## config.mk

```make
export PLATFORM = sky130hd
export DESIGN_NAME = serializer
export DESIGN_NICKNAME = d
export VERILOG_FILES = /design/src/rtl/serializer_pkg.sv /design/src/rtl/byte_fifo.sv /design/src/rtl/serializer.sv
export SDC_FILE = /design/constraint.sdc
export NUM_CORES = 1
export LEC_CHECK = 0
export BUFFER_PORTS_ARGS = -buffer_cell sky130_fd_sc_hd__buf_2
export CAP_MARGIN = 20
export CORE_MARGIN = 5
export CORE_UTILIZATION = 50
export DETAILED_ROUTE_END_ITERATION = 16
export PLACE_DENSITY = 0.69
export SETUP_SLACK_MARGIN = 0.02
export SLEW_MARGIN = 20
export SYNTH_ARGS = -nofsm -noshare
export SYNTH_HDL_FRONTEND = slang
export SYNTH_SLANG_ARGS = --single-unit
```

## constraint.sdc

```tcl
create_clock -name clock_100 -period 2.4 [get_ports clock_100]
set_input_delay 0.12 -clock clock_100 [delete_from_list [all_inputs] [get_ports clock_100]]
set_output_delay 0.12 -clock clock_100 [all_outputs]
set_load 0.005 [all_outputs]
```

## src/rtl/serializer_pkg.sv

```systemverilog
// Shared parameters and FSM state type for the byte serializer.
package serializer_pkg;

  localparam int unsigned DATA_W     = 8;
  localparam int unsigned FIFO_DEPTH = 4;

  typedef enum logic [1:0] {
    IDLE   = 2'd0,
    BIT_HI = 2'd1,
    BIT_LO = 2'd2
  } ser_state_e;

  // Width needed to hold an occupancy count of 0..depth inclusive.
  function automatic int unsigned cnt_width(input int unsigned depth);
    return $clog2(depth + 1);
  endfunction

endpackage

```

## src/rtl/byte_fifo.sv

```systemverilog
// Circular byte buffer with occupancy count; pointers wrap modulo FIFO_DEPTH.
module byte_fifo #(
  parameter int unsigned DATA_W     = 8,
  parameter int unsigned FIFO_DEPTH = 4,
  parameter int unsigned CNT_W      = 3
) (
  input  logic              i_clk,
  input  logic              i_rst_n,
  input  logic              i_push,
  input  logic [DATA_W-1:0] i_data,
  input  logic              i_pop,
  output logic [DATA_W-1:0] o_data,
  output logic              o_full,
  output logic              o_empty,
  output logic [CNT_W-1:0]  o_count
);

  localparam int unsigned PTR_W = (FIFO_DEPTH > 1) ? $clog2(FIFO_DEPTH) : 1;

  logic [DATA_W-1:0] r_mem [FIFO_DEPTH];
  logic [PTR_W-1:0]  r_wr_ptr;
  logic [PTR_W-1:0]  r_rd_ptr;
  logic [CNT_W-1:0]  r_count;
  logic              w_push;
  logic              w_pop;

  assign o_full  = (r_count == CNT_W'(FIFO_DEPTH));
  assign o_empty = (r_count == '0);
  assign o_count = r_count;
  assign o_data  = r_mem[r_rd_ptr];

  assign w_push = i_push && !o_full;
  assign w_pop  = i_pop && !o_empty;

  always_ff @(posedge i_clk) begin
    if (w_push) begin
      r_mem[r_wr_ptr] <= i_data;
    end
  end

  // Explicit wrap keeps non-power-of-two depths correct.
  always_ff @(posedge i_clk or negedge i_rst_n) begin
    if (!i_rst_n) begin
      r_wr_ptr <= '0;
      r_rd_ptr <= '0;
      r_count  <= '0;
    end else begin
      if (w_push) begin
        r_wr_ptr <= (r_wr_ptr == PTR_W'(FIFO_DEPTH - 1)) ? '0 : r_wr_ptr + 1'b1;
      end
      if (w_pop) begin
        r_rd_ptr <= (r_rd_ptr == PTR_W'(FIFO_DEPTH - 1)) ? '0 : r_rd_ptr + 1'b1;
      end
      case ({w_push, w_pop})
        2'b10:   r_count <= r_count + 1'b1;
        2'b01:   r_count <= r_count - 1'b1;
        default: r_count <= r_count;
      endcase
    end
  end

endmodule

```

## src/rtl/serializer.sv

```systemverilog
// Buffered parallel-to-serial converter: each byte goes out MSB first as
// eight strobe/data pairs, two cycles per bit, back-to-back when data waits.
module serializer
  import serializer_pkg::*;
#(
  parameter int unsigned DATA_W     = serializer_pkg::DATA_W,
  parameter int unsigned FIFO_DEPTH = serializer_pkg::FIFO_DEPTH,
  localparam int unsigned CNT_W     = cnt_width(FIFO_DEPTH),
  localparam int unsigned BIT_W     = $clog2(DATA_W)
) (
  input  logic              clock_100,
  input  logic              reset,
  input  logic [DATA_W-1:0] data_in,
  input  logic              valid_in,
  output logic              ready_out,
  input  logic              rx_ready_in,
  output logic              data_out,
  output logic              write_out,
  output logic              busy_out,
  output logic [CNT_W-1:0]  fifo_count
);

  ser_state_e        r_state;
  ser_state_e        w_state_next;
  logic [DATA_W-1:0] r_shift;
  logic [DATA_W-1:0] w_shift_next;
  logic [BIT_W-1:0]  r_bit;
  logic [BIT_W-1:0]  w_bit_next;
  logic              r_data;
  logic              w_data_next;
  logic              r_write;
  logic              w_write_next;
  logic              w_pop;
  logic              w_start;
  logic              w_full;
  logic              w_empty;
  logic [DATA_W-1:0] w_head;

  byte_fifo #(
    .DATA_W     (DATA_W),
    .FIFO_DEPTH (FIFO_DEPTH),
    .CNT_W      (CNT_W)
  ) u_fifo (
    .i_clk   (clock_100),
    .i_rst_n (reset),
    .i_push  (valid_in),
    .i_data  (data_in),
    .i_pop   (w_pop),
    .o_data  (w_head),
    .o_full  (w_full),
    .o_empty (w_empty),
    .o_count (fifo_count)
  );

  assign ready_out = !w_full;
  assign busy_out  = (r_state != IDLE);
  assign data_out  = r_data;
  assign write_out = r_write;

  // rx_ready_in only matters here, at a byte boundary.
  assign w_start = !w_empty && rx_ready_in;

  // Output flops take the value of the state being entered, so write_out
  // and data_out line up with BIT_HI without a combinational decode.
  always_comb begin
    w_state_next = r_state;
    w_shift_next = r_shift;
    w_bit_next   = r_bit;
    w_data_next  = r_data;
    w_write_next = 1'b0;
    w_pop        = 1'b0;
    case (r_state)
      IDLE: begin
        if (w_start) begin
          w_state_next = BIT_HI;
          w_pop        = 1'b1;
          w_shift_next = w_head;
          w_bit_next   = '0;
          w_write_next = 1'b1;
          w_data_next  = w_head[DATA_W-1];
        end
      end
      BIT_HI: begin
        w_state_next = BIT_LO;
      end
      BIT_LO: begin
        w_shift_next = r_shift << 1;
        w_bit_next   = r_bit + 1'b1;
        if (r_bit < BIT_W'(DATA_W - 1)) begin
          w_state_next = BIT_HI;
          w_write_next = 1'b1;
          w_data_next  = r_shift[DATA_W-2];
        end else if (w_start) begin
          w_state_next = BIT_HI;
          w_pop        = 1'b1;
          w_shift_next = w_head;
          w_bit_next   = '0;
          w_write_next = 1'b1;
          w_data_next  = w_head[DATA_W-1];
        end else begin
          w_state_next = IDLE;
        end
      end
      default: begin
        w_state_next = IDLE;
      end
    endcase
  end

  always_ff @(posedge clock_100 or negedge reset) begin
    if (!reset) begin
      r_state <= IDLE;
      r_shift <= '0;
      r_bit   <= '0;
      r_data  <= 1'b0;
      r_write <= 1'b0;
    end else begin
      r_state <= w_state_next;
      r_shift <= w_shift_next;
      r_bit   <= w_bit_next;
      r_data  <= w_data_next;
      r_write <= w_write_next;
    end
  end

endmodule

```

=== After elaboration in Yosys (flattened, before gate mapping) ===
Memories as Yosys holds them, arrays and structs flattened.
Cells that the tools add are included.

* Add/subtract/negate cells: 5
* Multipliers: 0
* Div/mod/pow operators: 0
* Magnitude comparators: 1
* Eq/ne operators: 8
* Shifts and indexed selects: 0
* Muxes and demuxes: 25
* Bitwise operators: 0
* Reduce and logical (&&, ||, !) cells: 11

{| class="wikitable"
|+ Operators with widths
! kind !! count
|-
| two-way mux 7 bit || 3
|-
| case mux 7 bit (2 select lines) || 1
|-
| case mux 3 bit (2 select lines) || 2
|-
| two-way mux 1 bit || 9
|-
| two-way mux 3 bit || 3
|-
| == test 2 bit, second input constant || 4
|-
| adder 3 x 1 -> 3 bit, second input constant || 2
|-
| two-way mux 2 bit || 3
|-
| case mux 1 bit (2 select lines) || 3
|-
| case mux 2 bit (3 select lines) || 1
|-
| nonzero test 2 bit || 3
|-
| adder 2 x 1 -> 2 bit, second input constant || 2
|-
| == test 2 x 1 -> 1 bit, second input constant || 2
|-
| == test 3 bit, second input constant || 1
|-
| logical AND 1 bit || 3
|-
| zero test 3 bit || 1
|-
| < comparator 3 bit, second input constant || 1
|-
| subtractor 3 x 1 -> 3 bit, second input constant || 1
|-
| zero test 1 bit || 2
|-
| zero test 2 bit || 1
|-
| != test 2 bit, second input constant || 1
|-
| AND reduction 2 bit || 1
|}

* Bits in registers: 21
* Latch bits: 0
* Bits in writable memories: 32
* Memory bits (read-only): 0
* Bits of input ports: 12
* Output and inout bits: 7
* Memories: 1

{| class="wikitable"
|+ Memories
! name !! words !! width !! rd ports !! clocked after memory_dff !! write ports !! line !! text
|-
| u_fifo.r_mem || 4 || 8 || 1 || 0 || 1 || byte_fifo.sv:20 || <nowiki>logic [DATA_W-1:0] r_mem [FIFO_DEPTH];</nowiki>
|}

=== Logic depth before layout (Yosys ltp) ===
* Depth in word-level cells: 9
* Mapped depth: 10
* Gate-level depth less buffers: 10

=== Hierarchy ===
A second synthesis with hierarchy kept.

* Cells, all modules: 150
* Area, all modules: 2314.7 µm²

{| class="wikitable"
|+ Modules (own cells, without submodules)
! module !! instances !! cells each !! area an instance (µm²) !! sequential area each (µm²)
|-
| byte_fifo || 1 || 82 || 1636.6 || 1136.1
|-
| serializer || 1 || 68 || 678.2 || 350.3
|}

=== Worst setup path before layout ===
Ideal clock, no wire load.

* Path kind: register to register
* Start point: reg u_fifo.r_count[2] (netlist: u_fifo.o_count[2])
* End point: reg u_fifo.r_count[2] (netlist: u_fifo.o_count[2])
* Arrival: 1.919 ns
* Required time: 2.321 ns
* Slack: 0.402 ns
* Cell stages (with the launch flop): 9
* Buffers on the path: 0
* Period minus slack after synthesis: 1.998 ns
* Path through: dfrtp_1 o31ai_4 a211oi_4 ha_1 inv_1 fa_1 xor2_1 nor2_1 xor2_1

* Longest elaborated chain between the ends: 9
* Elaborated cells on any way between the ends: 16
* Classes of those cells: add/sub: 2; eq/ne: 3; mux: 4; reduce/logical: 7

{| class="wikitable"
|+ RTL lines
! item !! line !! text
|-
| start: declaration || byte_fifo.sv:23 || <nowiki>logic [CNT_W-1:0] r_count;</nowiki>
|-
| start signal: assignment || byte_fifo.sv:55 || <nowiki>2'b10: r_count <= r_count + 1'b1;</nowiki>
|-
| start signal: assignment || byte_fifo.sv:56 || <nowiki>2'b01: r_count <= r_count - 1'b1;</nowiki>
|-
| start signal: assignment || byte_fifo.sv:57 || <nowiki>default: r_count <= r_count;</nowiki>
|-
| zero test 3 bit * || byte_fifo.sv:28 || <nowiki>assign o_empty = (r_count == '0);</nowiki>
|-
| zero test 1 bit * || byte_fifo.sv:33, serializer.sv:61 ||
|-
| logical AND 1 bit || serializer.sv:61 || <nowiki>assign w_start = !w_empty && rx_ready_in;</nowiki>
|-
| two-way mux 1 bit || serializer.sv:74, serializer.sv:93 ||
|-
| two-way mux 1 bit || serializer.sv:89 || <nowiki>if (r_bit < BIT_W'(DATA_W - 1)) begin</nowiki>
|-
| case mux 1 bit (2 select lines) || serializer.sv:72 || <nowiki>case (r_state)</nowiki>
|-
| logical AND 1 bit * || byte_fifo.sv:33 || <nowiki>assign w_pop = i_pop && !o_empty;</nowiki>
|-
| named net u_fifo.w_pop || byte_fifo.sv:25 || <nowiki>logic w_pop;</nowiki>
|-
| == test 2 x 1 -> 1 bit or == test 2 bit (tied branches) || byte_fifo.sv:54 || <nowiki>case ({w_push, w_pop})</nowiki>
|-
| case mux 3 bit (2 select lines) or nonzero test 2 bit (tied branches) || n/a ||
|}

Mark *: on every way through the listed nets, which the timed path passes. The rest lies on a longest branch.
A chain may end at the register's enable or synchronous reset.

=== Worst setup path after layout ===
* Start point: reg u_fifo.r_count[0] (netlist: u_fifo.o_count[0])
* End point: reg u_fifo.r_count[2] (netlist: u_fifo.o_count[2])

* Longest elaborated chain between the ends: 9
* Elaborated cells on any way between the ends: 16
* Classes of those cells: add/sub: 2; eq/ne: 3; mux: 4; reduce/logical: 7

{| class="wikitable"
|+ RTL lines
! item !! line
|-
| zero test 3 bit || byte_fifo.sv:28
|-
| zero test 1 bit || byte_fifo.sv:33, serializer.sv:61
|-
| logical AND 1 bit || serializer.sv:61
|-
| two-way mux 1 bit || serializer.sv:74, serializer.sv:93
|-
| two-way mux 1 bit || serializer.sv:89
|-
| case mux 1 bit (2 select lines) || serializer.sv:72
|-
| logical AND 1 bit || byte_fifo.sv:33
|-
| == test 2 x 1 -> 1 bit or == test 2 bit (tied branches) || byte_fifo.sv:54
|-
| case mux 3 bit (2 select lines) or nonzero test 2 bit (tied branches) || n/a
|}

Several ways; a longest one is shown, not always the timed one.

==> flow_metrics.env <==
export IMPL_synthToLayoutAreaGrowth_pct=11.6
export IMPL_first_pass_iters=4
export IMPL_critPathMostFrequentCell="inv_1"
export IMPL_cp_depth=10
export IMPL_cts_buffer_depth=2
export IMPL_clk_pin_slew_ns=0.10
export IMPL_report_final_setup_viol=0
export IMPL_r2r_cells=10
export IMPL_drv_cap=0
export IMPL_ys_types=31
export IMPL_cts_tree="built"
export IMPL_ctsResizeCount=0
export IMPL_num_vias=1159
export IMPL_total_power_mw=3.08
export IMPL_grt_use_total_pct=13.6
export IMPL_critPathMaxFanout=6
export IMPL_synth_nets=158
export IMPL_nets=183
export IMPL_fin_crit_sh_pct=90.8
export IMPL_startpoint="u_fifo.o_count[0]$_DFFE_PN0P_"
export IMPL_status="completed"
export IMPL_root_buffer="clkbuf_8"
export IMPL_start_kind="flip-flop"
export IMPL_gp_congestion=0.777
export IMPL_crit_required_ns=2.62
export IMPL_leakage_nw=1.05
export IMPL_whs_ns=0.0318
export IMPL_clock_latency_ns=0.30
export IMPL_rsz0062_at_grt="false"
export IMPL_slew_headroom_pct=60.2
export IMPL_io_buffers=18
export IMPL_avgSynthCellArea_um2=16.5
export IMPL_place_ws_ns=0.175
export IMPL_dieHeight_um=77.5
export IMPL_fillers=355
export IMPL_n_antenna_cell=0
export IMPL_fmax_mhz=459
export IMPL_yosys_warnings=0
export IMPL_path_buf_inv=3
export IMPL_ys_seq_area_share_pct=65.3
export IMPL_boundaryPins=19
export IMPL_crit_end="u_fifo.o_count[2]$_DFFE_PN0P_"
export IMPL_wl_per_cell_um=16.9
export IMPL_grt_pass1_vias=1297
export IMPL_timing_final_crit_period_ns=2.18
export IMPL_syn_instance_count=138
export IMPL_viasPerCell=5.37
export IMPL_drtAntennaViolNets=0
export IMPL_numClockSinks=53
export IMPL_r2r_end="u_fifo.o_count[2]$_DFFE_PN0P_"
export IMPL_critPathMaxStageDelay_ns=0.46
export IMPL_tns_ns=0
export IMPL_final_common_cell="edfxtp_1"
export IMPL_numCtsBuffers=5
export IMPL_core_um2=4380
export IMPL_syn_area_um2=2280
export IMPL_cp_slowest_cell="dfrtp_1"
export IMPL_end_kind="flip-flop"
export IMPL_postLayoutSetupSlackWorst_ns=0.221
export IMPL_cp_top_family="adder cells"
export IMPL_worstSetupPathType="reg2reg"
export IMPL_die_area_um2=6000
export IMPL_die_w_um=77.5
export IMPL_hold_class="in2reg"
export IMPL_hold_viol_final=0
export IMPL_drt_iter0_markers=64
export IMPL_dp_hpwl_um=2640
export IMPL_reg2reg_slack_ns=0.22
export IMPL_route_detailed_drc=0
export IMPL_synth_seq_cells=53
export IMPL_grt_max_degree=22
export IMPL_final_seq_area_um2=1490
export IMPL_worstPathCellList="inv_1 -> nand3_2 -> and2_1 -> inv_1 -> ha_1 -> inv_1 -> fa_1 -> xor2_1 -> nor2_1 -> xor2_1"
export IMPL_start_util_pct=51.9
export IMPL_routed_wirelength_um=3660
export IMPL_worst_slew_pin_slew_ns=0.597
export IMPL_h_tree_depth=2
export IMPL_drive_above_1_share_pct=29.9
export IMPL_multi_input_area_um2=734
export IMPL_critical_path_arrival_ns=2.40
export IMPL_rows=24
export IMPL_antenna_found_initial=0
export IMPL_final_cell_mix="32 x edfxtp_1, 21 x dfrtp_1, 18 x buf_2"
export IMPL_grt_overflow_total=0
export IMPL_vdd_drop_max_uv=580
export IMPL_maxSlewViolCount=0
export IMPL_finClkSkew_ns=0.0169
export IMPL_holdCritStartpoint="data_in[3]"
export IMPL_grt_pass1_wl_um=6240
export IMPL_power_density_nw_per_um2=1210
export IMPL_reg2reg_from="u_fifo.o_count[0]$_DFFE_PN0P_"
how the worst min path moves through the flow:
| stage | endpoint | slack, ns | cells after the start |
|---|---|---|---|
| finish | u_fifo.r_mem[2][3]$_DFFE_PP_ | 0.03 | 1 |
| global route | u_fifo.r_mem[1][1]$_DFFE_PP_ | 0.01 | 1 |
| CTS | u_fifo.r_mem[0][5]$_DFFE_PP_ | 0.02 | 1 |
| detailed placement | r_state[1]$_DFFE_PN0P_ | 0.11 | 1 |
| global placement | u_fifo.o_count[2]$_DFFE_PN0P_ | 0.09 | 1 |
| floorplan | data_out$_DFFE_PN0N_ | -0.18 | 0 |
registers in the layout, summed over array words and instances (netlist names):
name / flops
u_fifo.r_rd_ptr: 2
r_state: 2
data_out: 1
u_fifo.r_wr_ptr: 2
r_bit: 3
u_fifo.r_mem: 32
r_shift: 7
u_fifo.o_count: 3
write_out: 1
area by class of cell:
class / count / area share (%)
clock buffers: 6 / 2.85
clock inverters: 2 / 1.38
inverters: 9 / 1.33
multi-input cells: 73 / 28.9
flip-flops and latches: 53 / 58.5
well taps: 52 / 2.56
repair buffers: 21 / 4.53
cells in the mapped netlist:
cell type / n / area (um2)
o21ai_2: 1 / 8.76
nand2_1: 8 / 30.0
o211ai_1: 2 / 15.0
ha_1: 7 / 87.6
xor2_1: 3 / 26.3
nand3_2: 2 / 20.0
o21ai_4: 2 / 32.5
nor2_1: 7 / 26.3
a22o_1: 1 / 8.76
a211oi_4: 1 / 20.0
xnor2_1: 1 / 8.76
and2b_1: 1 / 7.51
and3_1: 4 / 25.0
a21oi_1: 1 / 5.00
buf_4: 1 / 7.51
or2_2: 1 / 6.26
mux4_2: 8 / 180
edfxtp_1: 32 / 961
dfrtp_1: 21 / 526
fa_1: 1 / 20.0
o21ai_1: 6 / 30.0
inv_1: 9 / 33.8
mux2i_1: 7 / 70.1
mux2_2: 3 / 33.8
mux2_4: 2 / 30.0
buf_1: 1 / 3.75
nand3_1: 1 / 5.00
o31a_2: 1 / 10.0
buf_6: 1 / 11.3
o31ai_4: 1 / 21.3
and2_1: 1 / 6.26
kinds of logic (layout without fill, tap and decap cells):
kind of cell / after synthesis / count (layout) / share of synthesized area [%]
buffers and inverters: 12 / 38 / 2.47
adder cells (fa/ha/maj): 8 / 8 / 4.73
AO/OA/AOI/OAI: 16 / 16 / 6.65
flip-flops: 53 / 53 / 65.3
AND/OR/NAND/NOR: 25 / 25 / 5.55
multiplexers: 20 / 20 / 13.8
XOR/XNOR: 4 / 4 / 1.54
worst reg2reg max path, delay by kind of cell, from the launching register on:
family,cells,cell delay (ns)
and+or+nand+nor,3,0.48
adders and majority gates,2,0.55
DFF,1,0.46
xor gates and xnor gates,2,0.33
buffers and inverters,3,0.29
repair_timing:
action                                  4_1_cts  5_1_grt
hold buffers                                  1        0
buffers inserted                              0        2
endpoints found under the setup margin        0        1
hold endpoints to repair                     21        0
stage by stage:
step / instances / utilization [%] / area (um2)
6_report: 216 / 58.0 / 2540
2_1_floorplan: 138 / - / 2280
3_3_place_gp: 205 / 55.0 / 2410
3_5_place_dp: 205 / 55.0 / 2410
4_1_cts: 214 / 57.6 / 2530
5_1_grt: 216 / 58.0 / 2540
routing by layer:
layer	global-route usage, %	vias up	routed length (um)
met5	0	-	0
met4	5.50	0	29
met3	4.17	2	146
met2	22.6	21	1920
met1	16.5	581	1560
li1	-	555	-
report_power, final:
group	internal [mW]	leakage [nW]	switching [mW]
Clock	0.310	0.0552	0.270
Combinational	0.518	0.447	0.469
Sequential	1.26	0.551	0.255
Total	2.09	1.05	0.994
No activity file was read; power rests on OpenSTA's default activity.
